===== config.mk =====
export PLATFORM = sky130hd
export DESIGN_NAME = fu_alu_pipe
export DESIGN_NICKNAME = d
export VERILOG_FILES = /design/src/rtl/fu_alu_pkg.sv /design/src/rtl/fu_alu_core.sv /design/src/rtl/fu_alu_pipe.sv
export SDC_FILE = /design/constraint.sdc
export NUM_CORES = 1
export LEC_CHECK = 0
export ABC_AREA = 1
export CAP_MARGIN = 25
export CELL_PAD_IN_SITES_DETAIL_PLACEMENT = 1
export CELL_PAD_IN_SITES_GLOBAL_PLACEMENT = 2
export CORE_ASPECT_RATIO = 0.75
export CORE_MARGIN = 5
export CORE_UTILIZATION = 34
export DETAILED_ROUTE_END_ITERATION = 8
export PLACE_DENSITY = 0.93
export SETUP_SLACK_MARGIN = 0.4
export SYNTH_ARGS = -nofsm -noshare
export SYNTH_HDL_FRONTEND = slang
export SYNTH_SLANG_ARGS = --single-unit

===== constraint.sdc =====
create_clock -name CLK -period 7.5 [get_ports CLK]
set_clock_uncertainty 0.05 [all_clocks]
set_input_delay 0.75 -clock CLK [delete_from_list [all_inputs] [get_ports CLK]]
set_output_delay 0.75 -clock CLK [all_outputs]
set_load 0.05 [all_outputs]

===== src/rtl/fu_alu_pkg.sv =====
// fu_alu_pkg: opcode encoding and opcode-class helpers shared by the ALU pipeline.
package fu_alu_pkg;
  typedef enum logic [3:0] {
    OP_ADD, OP_NEG, OP_AND, OP_OR, OP_XOR, OP_INV, OP_SEL_AB, OP_SEL_BA,
    OP_SUB, OP_LT, OP_LTE, OP_GT, OP_GTE, OP_EQ, OP_NE, OP_SEL_XOR_B
  } op_e;
  function automatic logic is_arith(op_e op);
    return op inside {OP_ADD, OP_SUB, OP_NEG};
  endfunction
  function automatic logic is_cmp(op_e op);
    return op inside {OP_LT, OP_LTE, OP_GT, OP_GTE, OP_EQ, OP_NE};
  endfunction
endpackage


===== src/rtl/fu_alu_core.sv =====
// fu_alu_core: combinational operand modification, shared adder and result mux.
module fu_alu_core
  import fu_alu_pkg::*;
#(
  parameter int WIDTH = 32
) (
  input  logic [WIDTH-1:0] a,
  input  logic [WIDTH-1:0] b,
  input  op_e              op,
  input  logic             sel,
  input  logic             cin,
  output logic [WIDTH-1:0] z,
  output logic             carry,
  output logic             overflow,
  output logic             zero
);
  logic [WIDTH-1:0] x, y, s;
  logic lt;
  always_comb begin
    x = (op == OP_NEG) ? '0 : a;
    y = (op == OP_NEG) ? ~a : (op == OP_SUB || is_cmp(op)) ? ~b : b;
    {carry, s} = {1'b0, x} + {1'b0, y} + {{WIDTH{1'b0}}, cin};
    overflow = (x[WIDTH-1] == y[WIDTH-1]) && (s[WIDTH-1] != x[WIDTH-1]);
    zero = (s == '0);
    lt = s[WIDTH-1] ^ overflow;
    z = s;
    case (op)
      OP_ADD, OP_NEG, OP_SUB: z = s;
      OP_AND:       z = a & b;
      OP_OR:        z = a | b;
      OP_XOR:       z = a ^ b;
      OP_INV:       z = ~a;
      OP_SEL_AB:    z = sel ? b : a;
      OP_SEL_BA:    z = sel ? a : b;
      OP_SEL_XOR_B: z = {b[WIDTH-1:1], sel ^ b[0]};
      OP_LT:        z = {{(WIDTH-1){1'b0}}, lt};
      OP_LTE:       z = {{(WIDTH-1){1'b0}}, lt | zero};
      OP_GT:        z = {{(WIDTH-1){1'b0}}, ~lt & ~zero};
      OP_GTE:       z = {{(WIDTH-1){1'b0}}, ~lt};
      OP_EQ:        z = {{(WIDTH-1){1'b0}}, zero};
      OP_NE:        z = {{(WIDTH-1){1'b0}}, ~zero};
    endcase
  end
endmodule


===== src/rtl/fu_alu_pipe.sv =====
// fu_alu_pipe: two-stage valid/ready ALU with registered flags.
// FU_ALU_EXT_PREC_EN adds the carry (CR) and zero-chain (ZR) registers for multiword add/sub.
module fu_alu_pipe
  import fu_alu_pkg::*;
#(
  parameter int WIDTH = 32
) (
  input  logic             CLK,
  input  logic             RST,
  input  logic             IN_VALID,
  output logic             IN_READY,
  input  logic [WIDTH-1:0] A,
  input  logic [WIDTH-1:0] B,
  input  logic [3:0]       INST,
  input  logic             SEL,
  input  logic             EXT,
  output logic             OUT_VALID,
  input  logic             OUT_READY,
  output logic [WIDTH-1:0] Z,
  output logic             FLAG_C,
  output logic             FLAG_V,
  output logic             FLAG_Z
);
  logic v1_q, v1_d, sel1_q, sel1_d, v2_q, v2_d;
  logic c_q, c_d, ov_q, ov_d, zf_q, zf_d;
  logic [WIDTH-1:0] a1_q, a1_d, b1_q, b1_d, z_q, z_d, core_z;
  op_e op1_q, op1_d;
  logic load, move, base_cin, cin, zf, core_c, core_v, core_zero;
  assign IN_READY = ~v1_q | ~v2_q | OUT_READY;
  assign load = IN_READY & IN_VALID;
  assign move = v1_q & (~v2_q | OUT_READY);
  assign base_cin = (op1_q == OP_SUB) || (op1_q == OP_NEG) || is_cmp(op1_q);
`ifdef FU_ALU_EXT_PREC_EN
  logic ext1_q, ext1_d, cr_q, cr_d, zr_q, zr_d, chain;
  assign chain = ext1_q & ((op1_q == OP_ADD) || (op1_q == OP_SUB));
  assign cin = chain ? cr_q : base_cin;
  assign zf = core_zero & (~chain | zr_q);
  always_comb begin
    ext1_d = load ? EXT : ext1_q;
    cr_d = (move & is_arith(op1_q)) ? core_c : cr_q;
    zr_d = (move & is_arith(op1_q)) ? zf : zr_q;
  end
  // CR resets to "no carry" and ZR to "all previous words zero".
  always_ff @(posedge CLK or posedge RST) begin
    if (RST) begin
      ext1_q <= 1'b0;
      cr_q <= 1'b0;
      zr_q <= 1'b1;
    end else begin
      ext1_q <= ext1_d;
      cr_q <= cr_d;
      zr_q <= zr_d;
    end
  end
`else
  logic unused_ext;
  assign unused_ext = EXT;
  assign cin = base_cin;
  assign zf = core_zero;
`endif
  fu_alu_core #(.WIDTH(WIDTH)) u_core (
    .a(a1_q), .b(b1_q), .op(op1_q), .sel(sel1_q), .cin(cin),
    .z(core_z), .carry(core_c), .overflow(core_v), .zero(core_zero)
  );
  always_comb begin
    v1_d = IN_READY ? IN_VALID : v1_q;
    a1_d = load ? A : a1_q;
    b1_d = load ? B : b1_q;
    op1_d = load ? op_e'(INST) : op1_q;
    sel1_d = load ? SEL : sel1_q;
    v2_d = (~v2_q | OUT_READY) ? v1_q : v2_q;
    z_d = move ? core_z : z_q;
    c_d = move ? core_c : c_q;
    ov_d = move ? core_v : ov_q;
    zf_d = move ? zf : zf_q;
  end
  always_ff @(posedge CLK or posedge RST) begin
    if (RST) begin
      v1_q <= 1'b0;
      a1_q <= '0;
      b1_q <= '0;
      op1_q <= OP_ADD;
      sel1_q <= 1'b0;
      v2_q <= 1'b0;
      z_q <= '0;
      c_q <= 1'b0;
      ov_q <= 1'b0;
      zf_q <= 1'b0;
    end else begin
      v1_q <= v1_d;
      a1_q <= a1_d;
      b1_q <= b1_d;
      op1_q <= op1_d;
      sel1_q <= sel1_d;
      v2_q <= v2_d;
      z_q <= z_d;
      c_q <= c_d;
      ov_q <= ov_d;
      zf_q <= zf_d;
    end
  end
  assign OUT_VALID = v2_q;
  assign Z = z_q;
  assign FLAG_C = c_q;
  assign FLAG_V = ov_q;
  assign FLAG_Z = zf_q;
endmodule


==> results of run 1 <==
[flip-flops by register name (all words and copies together), names as in the netlist]
register and count:
OUT_VALID 1, sel1_q 1, FLAG_Z 1, a1_q 32, FLAG_V 1, op1_q 4, b1_q 32, Z 32
FLAG_C 1, v1_q 1
[kinds of logic after synthesis]
family,after synthesis
xor gates and xnor gates,3
AOI/OAI and AO/OA,319
buffers and inverters,272
adders and majority gates,97
and+or+nand+nor,739
DFF,106
[layer usage]
metal	vias up	GRT usage, %	routed length [um]
met2	240	42.60	18760
met4	0	6.175	922
met1	5187	30.62	17490
li1	5115	-	-
met5	-	0	0
met3	57	3.090	1587
[area by class of cell]
cell class                      instances  area [um^2]
Fill cell                            3678        16680
Multi-Input combinational cell       1158         6136
Clock buffer                           10        239.0
Clock inverter                          6        48.80
Inverter                              213        802.0
Tap cell                              385        481.7
Sequential cell                       106         2653
Timing Repair Buffer                  125         1211
[synthesized netlist by cell type, drive strengths merged]
cell type / n / area share [%]
o221ai: 17 / 1.5
a211oi: 18 / 1.4
dfrtp: 106 / 27
xnor2: 1 / 0.089
nor3: 5 / 0.36
nand3b: 9 / 0.69
clkbuf: 47 / 1.8
or2: 2 / 0.13
nand4: 11 / 0.70
a21oi: 128 / 6.6
a221oi: 9 / 0.80
inv: 208 / 8.0
o21bai: 1 / 0.077
o21ai: 111 / 5.7
a2111oi: 5 / 0.45
a31oi: 14 / 0.89
buf: 12 / 0.70
fa: 2 / 0.41
ha: 95 / 12
o211ai: 14 / 1.1
nor2: 207 / 8.4
o2111ai: 1 / 0.089
nand2: 444 / 17
xor2: 2 / 0.18
clkinv: 5 / 0.19
nand3: 61 / 3.3
o22ai: 1 / 0.064
[metrics by stage]
stage	util (%)	power (mW)
final	40.96	3.730
after global routing	40.96	4.025
after CTS	40.96	3.744
after detailed placement	39.94	3.223
after global placement	39.94	3.158
after floorplan	-	2.436
[power by group]
group          switching [mW]  internal (mW)
clock network           0.265          0.239
logic                    1.65          0.747
registers               0.113          0.714
total                    2.03           1.70
[worst max-delay path, stage by stage, from the launching register on]
cell	delay [ps]
dfrtp_1	470
nor2_1	150
inv_1	110
nor2_4	120
buf_4	530
inv_1	120
buf_4	290
a31oi_1	270
fa_1	200
inv_1	90
fa_1	520
nand2_1	110
nand2_1	50
nand3_1	130
nand2_2	120
nand2_2	90
nand2_2	80
nand2_1	70
nand2_1	80
nor2_1	110
nand2_1	110
nor2_1	200
nand3_1	120
nor2_2	150
nand3_1	100
nand3_1	120
nand2_1	110
nand2_1	70
[worst max path at each step]
stage | end | depth (start not counted)
after floorplan | FLAG_C | 1
after global placement | Z[0] | 26
after detailed placement | Z[0] | 26
after CTS | Z[0] | 27
after global routing | Z[0] | 28
final | Z[0] | 27
==> run metrics, run 1 <==
outcome=completed; HP Class=flip-flop to flip-flop; f_max=0.2060 GHz; Max-cap violations=0; fin nets=1784; Post-Syn Area=0.009816 mm^2; worst reg-to-reg setup slack=2640 ps; Initial Util=34.75%; fin worst setup slack=2645 ps; IO Port Bufs=109; Core Footprint=0.02825 mm^2; fraction of layout cells with a size suffix above 1=4.821%; 1st-iter DRT viols=512; Post-DP HPWL=29440 um; Final Max Slew Viols=0; vias per inst=5.292; WHS Endpoint=Z[5]; I/O Pins=111; Final setup viols=0; clock tree buffer depth=2; Synth Area in XOR/XNOR=0.2677%; CP Max Fanout=58; Synth Area in Compound Gates=18.60%; Crit. End Element=flip-flop; Hold Crit Depth=2; Via Count=10600; Row Count=53; Post-CTS Repair Setup Buffers=0; global route overflow=0; crit path launch type=flip-flop; leakage power=5.790 nW; hold path start=Z[5]; Antenna Nets Post-Route=0; TritonCTS Buffers=9; Tot GR Track Use=23.86%; synth unique cells=38; worst flop-to-flop path endpoint=Z[0]; Post-Syn Instances=1536; Worst-path clk slew=90 ps; Post-Synth Adder-Cell Area=12.52%; sequential element share of the synthesized area=27.02%; vias in the first global route=10990; CTS sink cnt=106; Relative slew margins=31.02%; Synth Warn #=0; DIE AREA=0.03240 mm^2; area grow syn2layout=17.88%; # hold bufs at CTS=0; CTS Root Cell=clkbuf_16; Final Cycle Share=64.74%; Final Hold Fails=0; # DRC=0; register bit total from synthesis=106; placed cell count=1987; dpl cell area=0.01128 mm^2; Syn Nets=1707; CTS tree=built; minimum clock period=4855 ps; DR pass1 iterations=7; commonest cells after routing, fill and taps aside=427 x nand2_1, 203 x inv_1, 191 x nor2_1, 126 x a21oi_1, 110 x o21ai_0; mux cell area share after synthesis=0%; launching point of the worst reg2reg path=op1_q[3]; dpl ws=2658 ps; initial antenna violation count=0; RSZ-0062 raised after global routing=no; worst-margin pin slew=1032 ps; most common cell after layout, fill and taps aside=nand2_1; crit path DAT=5130 ps; WL final=38770 um; largest net degree at the start of global routing=92; Antenna Cells=0; Syn Area/Cell=6.390 um^2; PostCTS Resize Cnt=0; combinational family with the most area after synthesis=simple AND/OR/NAND/NOR gates; worst setup path startpoint=op1_q[3]; H-Tree Depth=3; first-pass GRT wire length=60530 um; WS Path Type=flip-flop to flip-flop; Setup TNS=0 ps; routed len/inst=19.35 um; Die X=206.2 um; Die Y-Extent=157.1 um; Synth Area in Simple Gates=30.95%; pwr dens=322.3 mW/mm^2; data required time at the worst endpoint=7770 ps; worst skew pair latency=380 ps; RD Place Congestion=0.9227; final cell area excluding filler cells=0.01157 mm^2; Worst Reg-to-Reg Cells=27; IR drop worst, VDD=0.2618 mV; Cell Count, Final, Fillers Out=2003; hold_ws=431.7 ps
Power figures use the tool's default switching activity.
==> run 2: changes to the inputs <==
--- a/config.mk
+++ b/config.mk
@@ -11,9 +11,9 @@
 export CELL_PAD_IN_SITES_GLOBAL_PLACEMENT = 2
 export CORE_ASPECT_RATIO = 0.75
 export CORE_MARGIN = 5
-export CORE_UTILIZATION = 34
+export CORE_UTILIZATION = 31
 export DETAILED_ROUTE_END_ITERATION = 8
-export PLACE_DENSITY = 0.93
+export PLACE_DENSITY = 0.87
 export SETUP_SLACK_MARGIN = 0.4
 export SYNTH_ARGS = -nofsm -noshare
 export SYNTH_HDL_FRONTEND = slang
==> constraint.sdc (replaced) <==
create_clock -name CLK -period 4.5 [get_ports CLK]
set_clock_uncertainty 0.05 [all_clocks]
set_input_delay 0.45 -clock CLK [delete_from_list [all_inputs] [get_ports CLK]]
set_output_delay 0.45 -clock CLK [all_outputs]
set_load 0.05 [all_outputs]
==> run metrics, run 2 (same netlist as run 1, synthesis figures left out) <==
vias per inst=5.180 (-2.1%); minimum clock period=3823 ps (-1032 ps); leakage power=5.864 nW (+1.3%); Final setup viols=0 (unchanged); Max-cap violations=0 (unchanged); crit path DAT=4070 ps (-1060 ps); H-Tree Depth=3 (unchanged); Die Y-Extent=164.1 um (+4.4%); most common cell after layout, fill and taps aside=nand2_1; initial antenna violation count=0 (unchanged); Fill cells=4053 (+10%); Die X=215.5 um (+4.5%); # hold bufs at CTS=0 (unchanged); CTS sink cnt=106 (unchanged); Via Count=10530 (-0.65%); Max stage delay on crit path=420 ps (-110 ps); TritonCTS Buffers=9 (unchanged); worst reg-to-reg setup slack=680 ps (-1970 ps); CP Max Fanout=11 (-81%); final core utilization=37.68% (-3.3 points); Post-DP HPWL=30350 um (+3.1%); IR drop worst, VDD=0.3216 mV (+23%); Core Footprint=0.03125 mm^2 (+11%); Final Hold Fails=0 (unchanged); RD Place Congestion=0.9298 (+0.77%); f_max=0.2616 GHz (+27%); Relative slew margins=39.48% (+8.5 points); fraction of layout cells with a size suffix above 1=6.085% (+1.3 points); pwr dens=540.5 mW/mm^2 (+68%); area grow syn2layout=19.95%; clock tree buffer depth=2 (unchanged); IO Port Bufs=109 (unchanged); Worst-path clk slew=80 ps (about the same); worst-margin pin slew=902.2 ps (-130.0 ps); # DRC=0 (unchanged); crit path launch type=flip-flop; DR pass1 iterations=5 (-2); Crit path top cell by count=nand2_1; Crit-path slowest cell=ha_1; vias in the first global route=10950 (-0.36%); Setup crit end=Z[0]; launching point of the worst reg2reg path=op1_q[1]; worst setup path startpoint=op1_q[1]; HP Class=flip-flop to flip-flop; WL final=39760 um (+2.5%); largest net degree at the start of global routing=63 (-32%); fin nets=1793 (+0.50%); I/O Pins=111 (unchanged); Antenna Nets Post-Route=0 (unchanged); Setup TNS=0 ps (unchanged); Final Max Slew Viols=0 (unchanged); 1st-iter DRT viols=694 (+36%); outcome=completed; Crit. End Element=flip-flop; Tot GR Track Use=22.67% (-1.2 points); global route overflow=0 (unchanged); Initial Util=31.41% (-3.3 points); first-pass GRT wire length=62860 um (+3.9%); RSZ-0062 raised after global routing=no; worst flop-to-flop path endpoint=Z[0]; routed len/inst=19.56 um (+1.0%); DIE AREA=0.03536 mm^2 (+9.1%); Final Cycle Share=84.96% (+20 points); worst skew pair latency=400 ps (+20 ps); CTS tree=built; commonest cells after routing, fill and taps aside=424 x nand2_1, 200 x inv_1, 189 x nor2_1, 125 x a21oi_1, 110 x o21ai_0; Worst Reg-to-Reg Cells=25 (-7.4%); Antenna Cells=0 (unchanged); WS Path Type=flip-flop to flip-flop; Row Count=56 (+5.7%); CTS Root Cell=clkbuf_16; data required time at the worst endpoint=4740 ps (-3030 ps)
==> run 2: worst max-delay path, delay by kind of cell, from the launching register on <==
family | cells | cell delay, ps
buf+inv | 3 | 390
fa+ha+maj | 1 | 420
compound gates | 2 | 230
flops | 1 | 410
simple gates | 19 | 2210
==> run 2: layout make-up <==
| cell class | instances | area [um^2] | area share, % |
|---|---|---|---|
| clock buffer | 11 | 252.7 | 2.147 |
| multi-input combinational | 1158 | 6157 | 52.30 |
| clock inverter | 5 | 60.06 | 0.5101 |
| tap | 406 | 508.0 | 4.315 |
| sequential | 106 | 2654 | 22.54 |
| inverter | 213 | 802.0 | 6.812 |
| timing repair buffer | 134 | 1340 | 11.38 |
==> run 2: report_power, final <==
part           switching, mW  total [mW]  internal (mW)
Sequential             0.201        1.39           1.19
Clock                  0.438       0.903          0.465
Combinational           2.79        4.07           1.28
Total                   3.43        6.36           2.94
==> run 2: how the worst min path moves through the flow <==
stage            from  endpoint  slack (ps)  depth (start not counted)
3_3_place_gp     Z[8]      Z[8]         410                          2
2_1_floorplan  sel1_q    sel1_q         510                          2
6_report         Z[5]      Z[5]         430                          2
4_1_cts          Z[5]      Z[5]         440                          2
5_1_grt          Z[5]      Z[5]         460                          2
3_5_place_dp     Z[5]      Z[5]         420                          2
==> run 2: per-layer routing <==
layer / track usage (%) / vias up / wire, um
li1: - / 5133 / -
met3: 3.630 / 50 / 1724
met2: 39.29 / 244 / 18750
met1: 29.98 / 5103 / 18510
met5: 0 / - / 0
met4: 5.176 / 0 / 776
==> run 2: through the flow <==
stage / setup WS [ps] / hold slack [ps] / instance area [um^2] / power (mW) / cells
2_1_floorplan: 921.8 / 505.4 / 9816 / 4.060 / 1536
3_3_place_gp: 613.8 / 412.1 / 11400 / 5.337 / 2015
3_5_place_dp: 528.3 / 416.2 / 11420 / 5.435 / 2016
4_1_cts: 494.2 / 435.8 / 11740 / 6.370 / 2032
5_1_grt: 424.0 / 464.1 / 11770 / 6.872 / 2033
6_report: 676.9 / 433.5 / 11770 / 6.363 / 2033
==> run 2: timing repair <==
action,4_1_cts,5_1_grt
setup buffers,0,1
endpoints found under the hold margin,0,0
endpoints found under the setup margin,0,3
resized for setup,0,13
==> run 3: changes to the inputs <==
==> constraint.sdc (replaced) <==
create_clock -name CLK -period 3.75 [get_ports CLK]
set_clock_uncertainty 0.05 [all_clocks]
set_input_delay 0.375 -clock CLK [delete_from_list [all_inputs] [get_ports CLK]]
set_output_delay 0.375 -clock CLK [all_outputs]
set_load 0.05 [all_outputs]
==> run metrics, run 3 (same netlist as run 1, synthesis figures left out) <==
placed cell count=2137 (+6.0%); Crit path top cell by count=nand2_1; I/O Pins=111 (unchanged); Cell Count, Final, Fillers Out=2182 (+7.3%); # hold bufs at CTS=0 (unchanged); launching point of the worst reg2reg path=op1_q[0]; DIE AREA=0.03536 mm^2 (unchanged); WS Path Type=flip-flop to flip-flop; HP Class=input port to async pin; Crit. End Element=flip-flop; CTS Root Cell=clkbuf_16; most common cell after layout, fill and taps aside=nand2_1; dpl ws=-195.3 ps (-723.6 ps); Worst-path clk slew=80 ps (about the same); FF+latch area=0.002653 mm^2 (about the same); CTS sink cnt=106 (unchanged); Pint=4.494 mW (+53%); crit path DAT=3900 ps (-170 ps); vias per inst=5.233 (+1.0%); Antenna Cells=0 (unchanged); IO Port Bufs=109 (unchanged); Die X=215.5 um (unchanged); CTS tree=built; worst reg-to-reg setup slack=90 ps (-590 ps); Worst Reg-to-Reg Cells=25 (unchanged); Max-cap violations=0 (unchanged); clock tree buffer depth=2 (unchanged); Final Cycle Share=97.63% (+13 points); Crit-path slowest cell=dfrtp_1; fin worst setup slack=89.01 ps (-587.9 ps); Row Count=56 (unchanged); Antenna Nets Post-Route=0 (unchanged); fin nets=1942 (+8.3%); worst skew pair latency=390 ps (about the same); fraction of layout cells with a size suffix above 1=20.95% (+15 points); Core Footprint=0.03125 mm^2 (unchanged); minimum clock period=3661 ps (-162.1 ps); footprint of the multi-input gates=0.006798 mm^2 (+10%); TritonCTS Buffers=9 (unchanged); f_max=0.2732 GHz (+4.4%); RD Place Congestion=0.9515 (+2.3%); routed len/inst=19.83 um (+1.4%); switching power=4.666 mW (+36%); RSZ-0062 raised after global routing=yes; Final Hold Fails=0 (unchanged); worst flop-to-flop path endpoint=Z[0]; worst-margin pin slew=820.5 ps (-81.75 ps); global route overflow=0 (unchanged); WP buf/inv=7 (+4); commonest cells after routing, fill and taps aside=380 x nand2_1, 192 x inv_1, 172 x nor2_1, 156 x buf_4, 109 x clkdlybuf4s50_1; WL final=43270 um (+8.8%); Die Y-Extent=164.1 um (unchanged); largest net degree at the start of global routing=89 (+41%); leakage power=6.727 nW (+15%); crit path launch type=flip-flop; data required time at the worst endpoint=3990 ps (-750 ps); Flop pwr share=18.2% (-3.7 points); H-Tree Depth=3 (unchanged); Via Count=11420 (+8.4%); CP Max Fanout=5 (-6); dpl cell area=0.01237 mm^2 (+8.3%); clock network power share=12.0% (-2.2 points); initial antenna violation count=0 (unchanged); outcome=completed; Tot GR Track Use=23.85% (+1.2 points); Comb power frac=69.8% (+5.9 points); # DRC=0 (unchanged); pwr dens=669.2 mW/mm^2 (+24%); Post-DP HPWL=32020 um (+5.5%); final cell area excluding filler cells=0.01369 mm^2 (+16%); switch share=50.94% (-2.9 points); Final Max Slew Viols=0 (unchanged); area grow syn2layout=39.45%; cell family with most CP delay=simple AND/OR/NAND/NOR gates; 1st-iter DRT viols=637 (-8.2%); Initial Util=31.41% (unchanged); Fill cells=3964 (-2.2%); Final setup viols=0 (unchanged); first-pass GRT wire length=66180 um (+5.3%); vias in the first global route=12030 (+9.9%); DR pass1 iterations=4 (-1); Max stage delay on crit path=400 ps (-20 ps); IR drop worst, VDD=0.4349 mV (+35%); Relative slew margins=44.96% (+5.5 points)
## run 3: through the flow
stage | hold WS [ps] | utilization, % | TNS [ps] | total power [mW]
2_1_floorplan | 483.6 | - | 0 | 4.880
3_3_place_gp | 415.8 | 39.59 | -15.62 | 7.136
3_5_place_dp | 424.4 | 39.59 | -260.4 | 7.288
4_1_cts | 387.3 | 41.53 | 0 | 8.635
5_1_grt | 429.4 | 43.80 | -231.4 | 9.817
6_report | 365.2 | 43.80 | 0 | 9.160
## run 3: cell type report
cell class                      count  share of cell area, %
Multi-Input combinational cell   1158                  49.66
Sequential cell                   106                  19.38
Timing Repair Buffer              283                  18.99
Inverter                          213                  5.896
Tap cell                          406                  3.711
Clock buffer                       12                  1.947
Clock inverter                      4                 0.4113
## run 3: metal layers
layer	global-route usage, %	share of wire, %	vias to the layer above
li1	-	-	5431
met1	29.66	44	5580
met2	41.52	48	310
met3	3.814	4.4	98
met4	9.916	3.9	0
met5	0	0	-
## run 3: worst max-delay path by stage
| stage | start | end | slack, ps | cells past startpoint |
|---|---|---|---|---|
| after floorplan | op1_q[0] | Z[0] | 400 | 25 |
| after global placement | op1_q[2] | Z[0] | -20 | 23 |
| after detailed placement | op1_q[1] | Z[0] | -200 | 25 |
| after CTS | op1_q[3] | Z[0] | 130 | 26 |
| after global routing | op1_q[0] | Z[0] | -180 | 25 |
| final | op1_q[0] | Z[0] | 90 | 25 |
## run 3: power groups by stage
stage	logic, mW	clock network [mW]	registers, mW
3_5_place_dp	5.61	0	1.68
6_report	6.39	1.10	1.67
3_3_place_gp	5.47	0	1.66
4_1_cts	5.84	1.14	1.66
2_1_floorplan	2.63	0	2.25
5_1_grt	6.94	1.18	1.70
## run 3: worst reg2reg max path: stages, from the launching register on
cell and delay (ps):
dfrtp_1 400, inv_2 70, nor2_4 120, inv_2 60, nor2_4 160, buf_8 160
buf_12 120, clkbuf_16 150, o21ai_0 80, a21oi_1 150, ha_1 310, nand2_1 170
inv_1 80, a21oi_2 200, nand2_1 100, a21oi_2 190, nand3b_1 130, nand2_1 90
nand2_1 60, nor2_1 80, buf_4 130, nand3_1 80, o21ai_1 150, nand3_1 120
nand2_1 110, nand2_1 50
## run 3: repair_timing
| action | CTS | global route |
|---|---|---|
| resized for setup | 58 | 141 |
| buffers inserted | 9 | 16 |
| cloned | 1 | 3 |
| setup endpoints to repair | 13 | 20 |
| pin swaps | 20 | 43 |
